## config.mk

```make
export PLATFORM = sky130hd
export DESIGN_NAME = fetch_ctrl
export DESIGN_NICKNAME = d
export VERILOG_FILES = /design/src/rtl/common_pkg.sv /design/src/rtl/pipes_pkg.sv /design/src/rtl/fetch_ctrl.sv
export SDC_FILE = /design/constraint.sdc
export NUM_CORES = 1
export LEC_CHECK = 0
export ABC_AREA = 1
export CORE_UTILIZATION = 51
export CTS_CLUSTER_DIAMETER = 50
export CTS_CLUSTER_SIZE = 40
export DETAILED_ROUTE_END_ITERATION = 6
export GPL_TIMING_DRIVEN = 0
export PLACE_DENSITY_LB_ADDON = 0.1
export SYNTH_ARGS = -nofsm -noshare
export SYNTH_HDL_FRONTEND = slang
export SYNTH_SLANG_ARGS = --single-unit
```

## constraint.sdc

```tcl
create_clock -name clk -period 2.6 [get_ports clk]
set_input_delay 0.26 -clock clk [delete_from_list [all_inputs] [get_ports clk]]
set_output_delay 0.26 -clock clk [all_outputs]
set_load 0.05 [all_outputs]
```

## src/rtl/common_pkg.sv

```systemverilog
// Shared scalar types used across the pipeline.
package common;

    typedef logic [31:0] u32;

endpackage

```

## src/rtl/pipes_pkg.sv

```systemverilog
// Inter-stage payload and state types for the front end of the pipeline.
package pipes;

    import common::*;

    typedef struct packed {
        u32 pc;
        u32 instruction;
    } fetch_data_t;

    typedef enum logic [1:0] {
        StReq   = 2'd0,
        StWait  = 2'd1,
        StOut   = 2'd2,
        StDrain = 2'd3
    } fetch_state_t;

endpackage

```

## src/rtl/fetch_ctrl.sv

```systemverilog
// Instruction-fetch sequencer: owns the PC, issues one outstanding bus request at a time,
// applies delay-slot redirects and exception flushes, and hands instructions to decode.
module fetch_ctrl
    import common::*;
    import pipes::*;
#(
    parameter u32 RESET_PC = 32'h0000_0000
) (
    input  logic        clk,
    input  logic        reset,
    output logic        ireq_valid,
    output logic [31:0] ireq_addr,
    input  logic        ireq_ready,
    input  logic        iresp_valid,
    input  logic [31:0] iresp_data,
    input  logic        redirect_valid,
    input  logic [31:0] redirect_target,
    input  logic        flush_valid,
    input  logic [31:0] flush_pc,
    output logic        out_valid,
    input  logic        out_ready,
    output fetch_data_t out_data
);

    fetch_state_t state_q, state_d;
    u32           ireq_addr_q, ireq_addr_d;
    fetch_data_t  out_data_q, out_data_d;
    logic         pend_q, pend_d;
    u32           pend_target_q, pend_target_d;

    // ireq_addr_q also serves as the registered flush target.
    always_comb begin
        state_d       = state_q;
        ireq_addr_d   = ireq_addr_q;
        out_data_d    = out_data_q;
        pend_d        = pend_q;
        pend_target_d = pend_target_q;

        if (redirect_valid) begin
            pend_d        = 1'b1;
            pend_target_d = redirect_target;
        end

        unique case (state_q)
            StReq: begin
                if (flush_valid) begin
                    pend_d      = 1'b0;
                    ireq_addr_d = flush_pc;
                    if (ireq_ready) state_d = StDrain;
                end else if (ireq_ready) begin
                    state_d = StWait;
                end
            end
            StWait: begin
                if (flush_valid) begin
                    pend_d      = 1'b0;
                    ireq_addr_d = flush_pc;
                    state_d     = iresp_valid ? StReq : StDrain;
                end else if (iresp_valid) begin
                    out_data_d = '{pc: ireq_addr, instruction: iresp_data};
                    state_d    = StOut;
                end
            end
            StOut: begin
                if (flush_valid) begin
                    pend_d      = 1'b0;
                    ireq_addr_d = flush_pc;
                    state_d     = StReq;
                end else if (out_ready) begin
                    state_d = StReq;
                    pend_d  = 1'b0;
                    // A redirect arriving on the handshake skips the pending slot entirely.
                    if (redirect_valid) begin
                        ireq_addr_d = redirect_target;
                    end else if (pend_q) begin
                        ireq_addr_d = pend_target_q;
                    end else begin
                        ireq_addr_d = out_data_q.pc + 32'd4;
                    end
                end
            end
            StDrain: begin
                if (flush_valid) begin
                    pend_d      = 1'b0;
                    ireq_addr_d = flush_pc;
                end
                if (iresp_valid) state_d = StReq;
            end
            default: state_d = StReq;
        endcase
    end

    always_ff @(posedge clk or negedge reset) begin
        if (!reset) begin
            state_q       <= StReq;
            ireq_addr_q   <= RESET_PC;
            out_data_q    <= '0;
            pend_q        <= 1'b0;
            pend_target_q <= '0;
        end else begin
            state_q       <= state_d;
            ireq_addr_q   <= ireq_addr_d;
            out_data_q    <= out_data_d;
            pend_q        <= pend_d;
            pend_target_q <= pend_target_d;
        end
    end

    // Held low while reset is asserted so the bus never sees a request during reset.
    assign ireq_valid = reset && (state_q == StReq);
    assign ireq_addr  = {ireq_addr_q[31:2], 2'b00};
    assign out_valid  = (state_q == StOut);
    assign out_data   = out_data_q;

    a_no_stray_resp: assert property (@(posedge clk) disable iff (!reset)
        !(iresp_valid && (state_q == StReq || state_q == StOut)));

endmodule

```

* After elaboration in Yosys (flattened, before gate mapping)
Cells that the tools add are included.
** Cells by class
- Add/sub/neg operators :: 1
- Equality and inequality tests :: 8
- Muxes and demuxes :: 21
- Bitwise operators :: 1
- Reduce and logical (&&, ||, !) cells :: 6
** Operator list (count)
- 32-bit two-way mux :: 5
- 32-bit case mux with 2 select lines :: 1
- 32-bit by 3-bit adder with 32-bit output, second input constant :: 1
- 2-bit two-way mux :: 9
- 2-bit case mux with 4 select lines :: 1
- 2-bit equality test, second input constant :: 2
- 1-bit two-way mux :: 4
- 2-bit inequality test, second input constant :: 2
- 4-bit AND reduction :: 1
- 3-bit by 2-bit inequality test with 1-bit output, second input constant :: 1
- 3-bit inequality test, second input constant :: 1
- 3-bit AND reduction :: 1
- 3-bit OR reduction :: 1
- 2-bit by 1-bit equality test with 1-bit output, second input constant :: 1
- 2-bit zero test :: 1
- 2-bit by 1-bit inequality test with 1-bit output, second input constant :: 1
- 1-bit case mux with 2 select lines :: 1
- 2-bit AND reduction :: 1
- 1-bit logical AND :: 1
- 1-bit inverter :: 1
** Storage, ports and cells
- Register bits after elaboration :: 129
- Input port bits :: 103
- Output and inout bits :: 98

* Depth between registers and ports, before layout
- Depth after elaboration :: 6
- Depth in mapped cells :: 12

* Worst setup path before layout
No wires, ideal clock.
- Kind :: register -> register
- From :: register out_data_q (netlist bit out_data[35])
- To :: register ireq_addr_q[26]
- Data arrival time :: 1759 ps
- Setup slack :: 723 ps
- Stages on the path, launching flop included :: 13
- Buffers on the path :: 0
- Period minus slack after synthesis :: 1877 ps
- Cell sequence :: dfrtp_1 ha_1 nand2_1 nor2_1 nand2_2 nor2_2 nand2_1 nand2_1 nand3_1 nand2_1 nand2_1 nand2_1 nand2_1
** On the way
- Word-level cells in the longest chain between the ends :: 6
** RTL lines
- start, declared :: RTL line fetch_ctrl.sv:27 : fetch_data_t out_data_q, out_data_d;
- start signal, assigned :: RTL line fetch_ctrl.sv:103 : out_data_q <= out_data_d;
- 32-bit by 3-bit adder with 32-bit output :: RTL line fetch_ctrl.sv:78 : ireq_addr_d = out_data_q.pc + 32'd4;
- 32-bit two-way mux :: RTL line fetch_ctrl.sv:75 : end else if (pend_q) begin
- 32-bit two-way mux :: RTL line fetch_ctrl.sv:73 : if (redirect_valid) begin
- 32-bit two-way mux :: RTL line fetch_ctrl.sv:69 : end else if (out_ready) begin
- 32-bit two-way mux :: RTL line fetch_ctrl.sv:65 : if (flush_valid) begin
- 32-bit case mux with 2 select lines :: RTL line fetch_ctrl.sv:44 : unique case (state_q)
- end signal, assigned :: RTL line fetch_ctrl.sv:102 : ireq_addr_q <= ireq_addr_d;
- end, declared :: RTL line fetch_ctrl.sv:26 : u32 ireq_addr_q, ireq_addr_d;
No other way between the ends. The select of a mux whose other input is x is not followed.
A chain may end at the register's enable or synchronous reset.

* Worst setup path after layout
- From :: register state_q[1]
- To :: output ireq_valid
** On the way
- Word-level cells in the longest chain between the ends :: 2
** RTL lines
- start, declared :: RTL line fetch_ctrl.sv:25 : fetch_state_t state_q, state_d;
- start signal, assigned :: RTL line fetch_ctrl.sv:95 : state_q <= StReq;
- start signal, assigned :: RTL line fetch_ctrl.sv:101 : state_q <= state_d;
- 2-bit zero test :: RTL line fetch_ctrl.sv:110 : assign ireq_valid = reset && (state_q == StReq);
- 1-bit logical AND :: RTL line fetch_ctrl.sv:110
- end, declared :: RTL line fetch_ctrl.sv:11 : output logic ireq_valid,
No other way between the ends.

==> flow_summary_export.csv <==
group,metric,value,unit
route,antenna_left,0,
logic_synthesis,postSynthAreaPerCell,8.44,um^2
clock_network,clockBufferDepth,2,
critical_path,critical_path.startpoint_type,"flop",
hold_path,holdCritPathClass,"input pin to async pin",
cells_and_area,drive_above_1_share,12.8,%
logic_synthesis,ys_seq_area_share,47.7,%
clock_network,cts_root_buffer,"clkbuf_16",
logic_synthesis,yosysMostFrequentCell,"nand2_1",
power_and_ir_drop,p_leak,4.36,nW
cells_and_area,fin_nets,1098,
placement,hpwl,14200,um
route,dr.pass1.iters,7,
route,route.vias.total,6286,
run_status,violations,"negative hold slack",
timing,period_share,87.8,%
timing,worst_slew_margin_rel,55.5,%
logic_synthesis,synth_top_area_share,47.7,%
timing,setup_viol,0,
clock_network,cts_made_buffers,17,
clock_network,cts_setup_buffers,0,
timing,hold_slack,-171,ps
logic_synthesis,yosysTopAreaCell,"dfrtp_1",
timing,finalMaxSlewViolations,0,
global_routing,track_usage,31.4,%
clock_network,numClockSinks,125,
clock_network,holdBufCountCts,3,
logic_synthesis,synth_area,6560,um^2
timing,rsz0062_at_grt,"no",
critical_path,path_delay_family,"buffers and inverters",
critical_path,cp-end-kind,"output port",
critical_path,cp.required,2340,ps
logic_synthesis,synth_seq_cells,125,
timing,finalCriticalPeriod,2280,ps
route,route.detailed.drc,0,
timing,setup_ws,318,ps
timing,finalHoldViolations,94,
route,drt-total-wl,19900,um
run_status,outcome,"finished, violations left",
timing,finClkSkew,6.08,ps
floorplan,core_area,12600,um^2
clock_network,clk_pin_slew_worst_paths,50,ps
logic_synthesis,async_reset_ff_share,100,%
timing,max_slew.worst_pin.slew,668,ps
placement,io_buffers,191,
placement,place_congestion,0.922,
critical_path,max_stage_delay,810,ps
floorplan,io_pins,201,
critical_path,path_max_fanout,4,
cells_and_area,syn2layout_area_growth,42.3,%
route,drt_iter0_markers,562,
critical_path,rrSetupSlack,690,ps
clock_network,cts_tree,"yes",
logic_synthesis,netlist_instances,777,
clock_network,ctsResizeCount,0,
logic_synthesis,synth_cell_types,39,
timing,setup_tns,0,ps
logic_synthesis,synthTopCellsByCount,"nand2_1 (191), dfrtp_1 (125), nor2_1 (89), inv_1 (63), a21oi_1 (62)",
power_and_ir_drop,p_per_area,1220,nW/um^2
power_and_ir_drop,ir_worst_vdd,678,uV
critical_path,cp.arrival,2020,ps
critical_path,worstSetupPathType,"flop to output port",
route,wire_per_inst,16.9,um
global_routing,grt_overflow,0,
route,via_per_inst,5.34,
global_routing,grt_pass1_wl,30700,um
global_routing,grt_max_degree,96,
placement,post-place-ws,321,ps
logic_synthesis,ys.flop_type,"dfrtp_1",
clock_network,htreeDepth,4,
logic_synthesis,netlist_top_cells_area,"dfrtp_1 (48%), nand2_1 (11%), mux2_4 (6.2%), nor2_1 (5.1%), a21oi_1 (4.7%)",
logic_synthesis,yosys_warnings,0,
critical_path,critPathBufInv,2,
cells_and_area,diodes,0,
critical_path,rr_worst_depth,12,
critical_path,path_depth,4,
floorplan,row_count,41,
global_routing,grt_pass1_vias,6036,
floorplan,start_util,52.2,%
critical_path,crit_top_cell,"nor2_1",
global_routing,antenna_found_initial,0,
critical_path,critical_path.slowest_cell,"clkdlybuf4s50_1",
critical_path,path_cells,"nor2_1, inv_1, nor2_1, clkdlybuf4s50_1",
timing,max_clock_freq,438,MHz
logic_synthesis,synth_edf_count,0,
critical_path,r2r_start,"out_data[35]",
floorplan,die_x,115,um
floorplan,die-area,13300,um^2
critical_path,reg2reg_to,"ireq_addr_q[26]",
floorplan,die_y,115,um
job,drv_cap,0,
clock_network,clk_latency,420,ps
critical_path,worstSetupStartpoint,"state_q[1]",
-- registers in the layout (all words and copies together), names as in the netlist --
name and count:
pend_q 1, state_q 2, out_data 62, pend_target_q 30, ireq_addr_q 30
-- kinds of logic after synthesis --
logic type                 Yosys count  synth area share, %
other                                1               0.0572
DFF                                125                 47.7
buffers and inverters              110                 7.71
muxes                               41                 8.59
adders and majority gates            1                0.191
AOI/OAI and AO/OA                  149                 12.7
xor gates and xnor gates             9                 1.20
and+or+nand+nor                    341                 21.9
-- per-stage QoR --
step | total power (W) | utilization, % | std cells | area (um^2)
6_report | 0.0114 | 74.3 | 1178 | 9330
5_1_grt | 0.0119 | 74.3 | 1178 | 9330
4_1_cts | 0.0114 | 74.3 | 1178 | 9330
3_5_place_dp | 0.00910 | 69.4 | 1144 | 8720
3_3_place_gp | 0.00903 | 69.2 | 1143 | 8690
2_1_floorplan | 0.00709 | - | 780 | 6570
-- worst reg2reg max path, cell delays in order (launching register included) --
cell,delay [ps]
dfrtp_1,410
ha_1,240
nand2_1,80
nor2_1,160
nand2_2,160
nor2_2,260
nand2_1,90
nand2_1,60
nand3_1,120
nand2_1,90
nand2_1,50
nand2_1,50
nand2_1,40
-- metal layers --
| layer | global-route usage (%) | vias to the layer above | share of wire, % |
|---|---|---|---|
| li1 | - | 2962 | - |
| met1 | 39.8 | 2948 | 41 |
| met2 | 51.4 | 322 | 47 |
| met3 | 7.06 | 54 | 8.9 |
| met4 | 14.5 | 0 | 3.0 |
| met5 | 0 | - | 0 |
-- power by group --
part | switching (W) | internal (W)
clock | 0.000842 | 0.00138
combinational | 0.00379 | 0.00212
sequential | 0.000637 | 0.00260
-- final cells by class --
class                           instances  area, um^2
Timing Repair Buffer                  195        1990
Clock inverter                          5        30.0
Multi-Input combinational cell        545        2930
Clock buffer                           26         529
Inverter                               69         259
Tap cell                              172         215
Sequential cell                       125        3130
Fill cell                             934        3240
Buffer                                 41         246
-- placed cells by master, fill, tap and decap left out, types with 17 or more instances in the layout --
| cell type | n |
|---|---|
| mux2_4 | 27 |
| clkbuf_16 | 17 |
| nand2_1 | 191 |
| dfrtp_1 | 125 |
| nand3_1 | 41 |
| clkdlybuf4s50_1 | 190 |
| nor2_1 | 89 |
| clkbuf_1 | 17 |
| inv_1 | 63 |
| o21ai_0 | 50 |
| a21oi_1 | 62 |
-- worst max-delay path by stage --
stage	to	slack, ps
after floorplan	ireq_addr_q[26]	720
after global placement	ireq_valid	-3760
after detailed placement	ireq_valid	320
after CTS	ireq_valid	320
after global routing	ireq_valid	220
final	ireq_valid	320
Note: power is estimated with default switching activity, not from simulation.
==> patch, RTL diff (config.mk and constraints unchanged) <==
Reset style: synchronous (`reset`), changed in one clocked block.
--- a/src/rtl/fetch_ctrl.sv
+++ b/src/rtl/fetch_ctrl.sv
@@ -91,5 +91,5 @@
     end
 
-    always_ff @(posedge clk or negedge reset) begin
+    always_ff @(posedge clk) begin
         if (!reset) begin
             state_q       <= StReq;
Check against the original RTL: differs if reset is asserted again (counterexample within 4 cycles, from zero or initial values and one cycle with reset low); with reset held inactive, the same outputs for 4 cycles.
==> patch against the unedited design <==
Register-to-register slack got worse by 110 ps. Die area decreased by 8.0%. Setup slack improved by 61 ps. Utilization is 2.1 points higher. Cell area fell by 6.1%. First-iteration DRC count grew 23%. Wire length increased by 5.5%. Sequential cell count stayed put. Cell count increased by 8.1%. Area after synthesis is 8.1% lower. Critical endpoint unchanged.
Power is not compared: it rests on default switching activity, and its combinational part moved more than twofold at a synthesized area within 25%.
==> patch: results (changes against the unedited design) <==
- All-layer global routing usage: 34.5% (was 31.4%)
- CP max stage delay: 520 ps (was 810 ps)
- Type of the most critical hold path: in -> reg (was in -> async)
- CTS max path bufs: 2 (unchanged)
- Pin count of the biggest net entering global routing: 17 (was 96)
- First-pass GRT wire length: 33.3 mm (was 30.7 mm)
- Nets: 1,222 (was 1,098)
- Area contributors post-synth: dfxtp_1, nand2_1, o21ai_0 (was dfrtp_1, nand2_1, mux2_4)
- Outcome: finished clean (was finished, violations left)
- Top post-synthesis cells by count: nand2_1, nor2_1, o21ai_0 (was nand2_1, dfrtp_1, nor2_1)
- DR iter-0 viols: 693 (was 562)
- Number of global-route vias before repair: 6,659 (was 6,036)
- Worst Skew: 8.77 ps (was 6.08 ps)
- Syn_area_per_cell: 6.66 sq um (was 8.44 sq um)
- Crit path arrival time: 1960 ps (was 2020 ps)
- Final estimated routing congestion in global placement: 0.975 (was 0.922)
- DRT Pass-1 Iters: 6 (was 7)
- Hpwl dp: 15.4 mm (was 14.2 mm)
- Sequential fraction of the synthesis area: 41.5% (was 47.7%)
- Average vias per placed instance: 5.66 (was 5.34)
- Netlist cell types: 31 (was 39)
- Critical path peak fanout: 10 (was 4)
- Drt total wl: 21.0 mm (was 19.9 mm)
- Fraction of registers with async set/reset: 0% (was 100%)
- Total CTS buffers: 17 (unchanged)
- Fraction of layout cells with a size suffix above 1: 7.16% (was 12.8%)
-- patch: cell count changes after synthesis, moves of 9 or more --
| cell | unedited run | this run |
|---|---|---|
| buf_2 | 11 | 21 |
| clkbuf_1 | 15 | 27 |
| mux2_2 | 14 | 0 |
| dfrtp_1 | 125 | 0 |
| a21oi_1 | 62 | 88 |
| o21ai_0 | 50 | 133 |
| dfxtp_1 | 0 | 125 |
| o221ai_1 | 1 | 10 |
| o22ai_1 | 14 | 0 |
| nand2_1 | 191 | 222 |
| mux2_4 | 27 | 0 |
| inv_1 | 63 | 46 |
| nor2_1 | 89 | 139 |
-- patch: logic make-up (layout without fill, tap and decap cells) --
logic type	count (synthesis)	after routing	synth area share, %
flip-flops	125	125	41.5
AO/OA/AOI/OAI	237	237	20.5
buffers and inverters	107	330	7.95
AND/OR/NAND/NOR	427	427	28.8
other	1	4	0.0622
adder cells (fa/ha/maj)	1	1	0.208
XOR/XNOR	7	7	1.02
-- patch: layout make-up --
| type | instances | area, sq um |
|---|---|---|
| multi-input cells | 676 | 3060 |
| fillers | 900 | 2710 |
| repair buffers | 191 | 1910 |
| well taps | 143 | 179 |
| inverters | 48 | 180 |
| flip-flops and latches | 125 | 2500 |
| clock inverters | 10 | 135 |
| plain buffers | 59 | 299 |
| clock buffers | 22 | 494 |
-- patch: per-stage QoR --
stage          hold WS, ps  setup slack (ps)  util (%)  instance area, sq um  power (mW)
2_1_floorplan          395               677         -                  6040        3.06
3_3_place_gp           451              10.7      70.9                  8130        3.63
6_report               226               379      76.4                  8760        6.14
3_5_place_dp           457              4.47      70.9                  8130        3.64
4_1_cts                209              3.88      76.4                  8760        6.12
5_1_grt                230               297      76.4                  8760        6.33
-- patch: worst paths after layout --
path         slack [ps]  cells past startpoint                            from                        endpoint
min                 230                      4                  redirect_valid   pend_target_q[5]$_SDFFE_PN0P_
max reg2reg         580                      7       out_data[35]$_SDFFE_PN0P_    ireq_addr_q[16]$_SDFFE_PN0P_
min reg2reg         470                      2  pend_target_q[13]$_SDFFE_PN0P_  pend_target_q[13]$_SDFFE_PN0P_
max                 380                      5                           reset                      ireq_valid
-- patch: metal layers --
layer | up-vias | GRT usage (%) | share of wire [%]
met2 | 451 | 54.2 | 45
met5 | - | 0 | 0
met3 | 79 | 7.98 | 9.6
met4 | 0 | 17.8 | 4.6
met1 | 3289 | 44.1 | 41
li1 | 3393 | - | -
-- patch: repair_timing --
| action | CTS | global route |
|---|---|---|
| endpoints found under the setup margin | 0 | 1 |
| gates resized for setup | 0 | 1 |
| hold endpoints to repair | 0 | 0 |
-- patch: power groups by stage --
stage	combinational, mW	sequential, mW	clock (mW)
floorplan	0.455	2.61	0
global placement	1.39	2.24	0
detailed placement	1.40	2.24	0
CTS	1.41	2.20	2.51
global route	1.51	2.22	2.60
finish	1.42	2.21	2.51
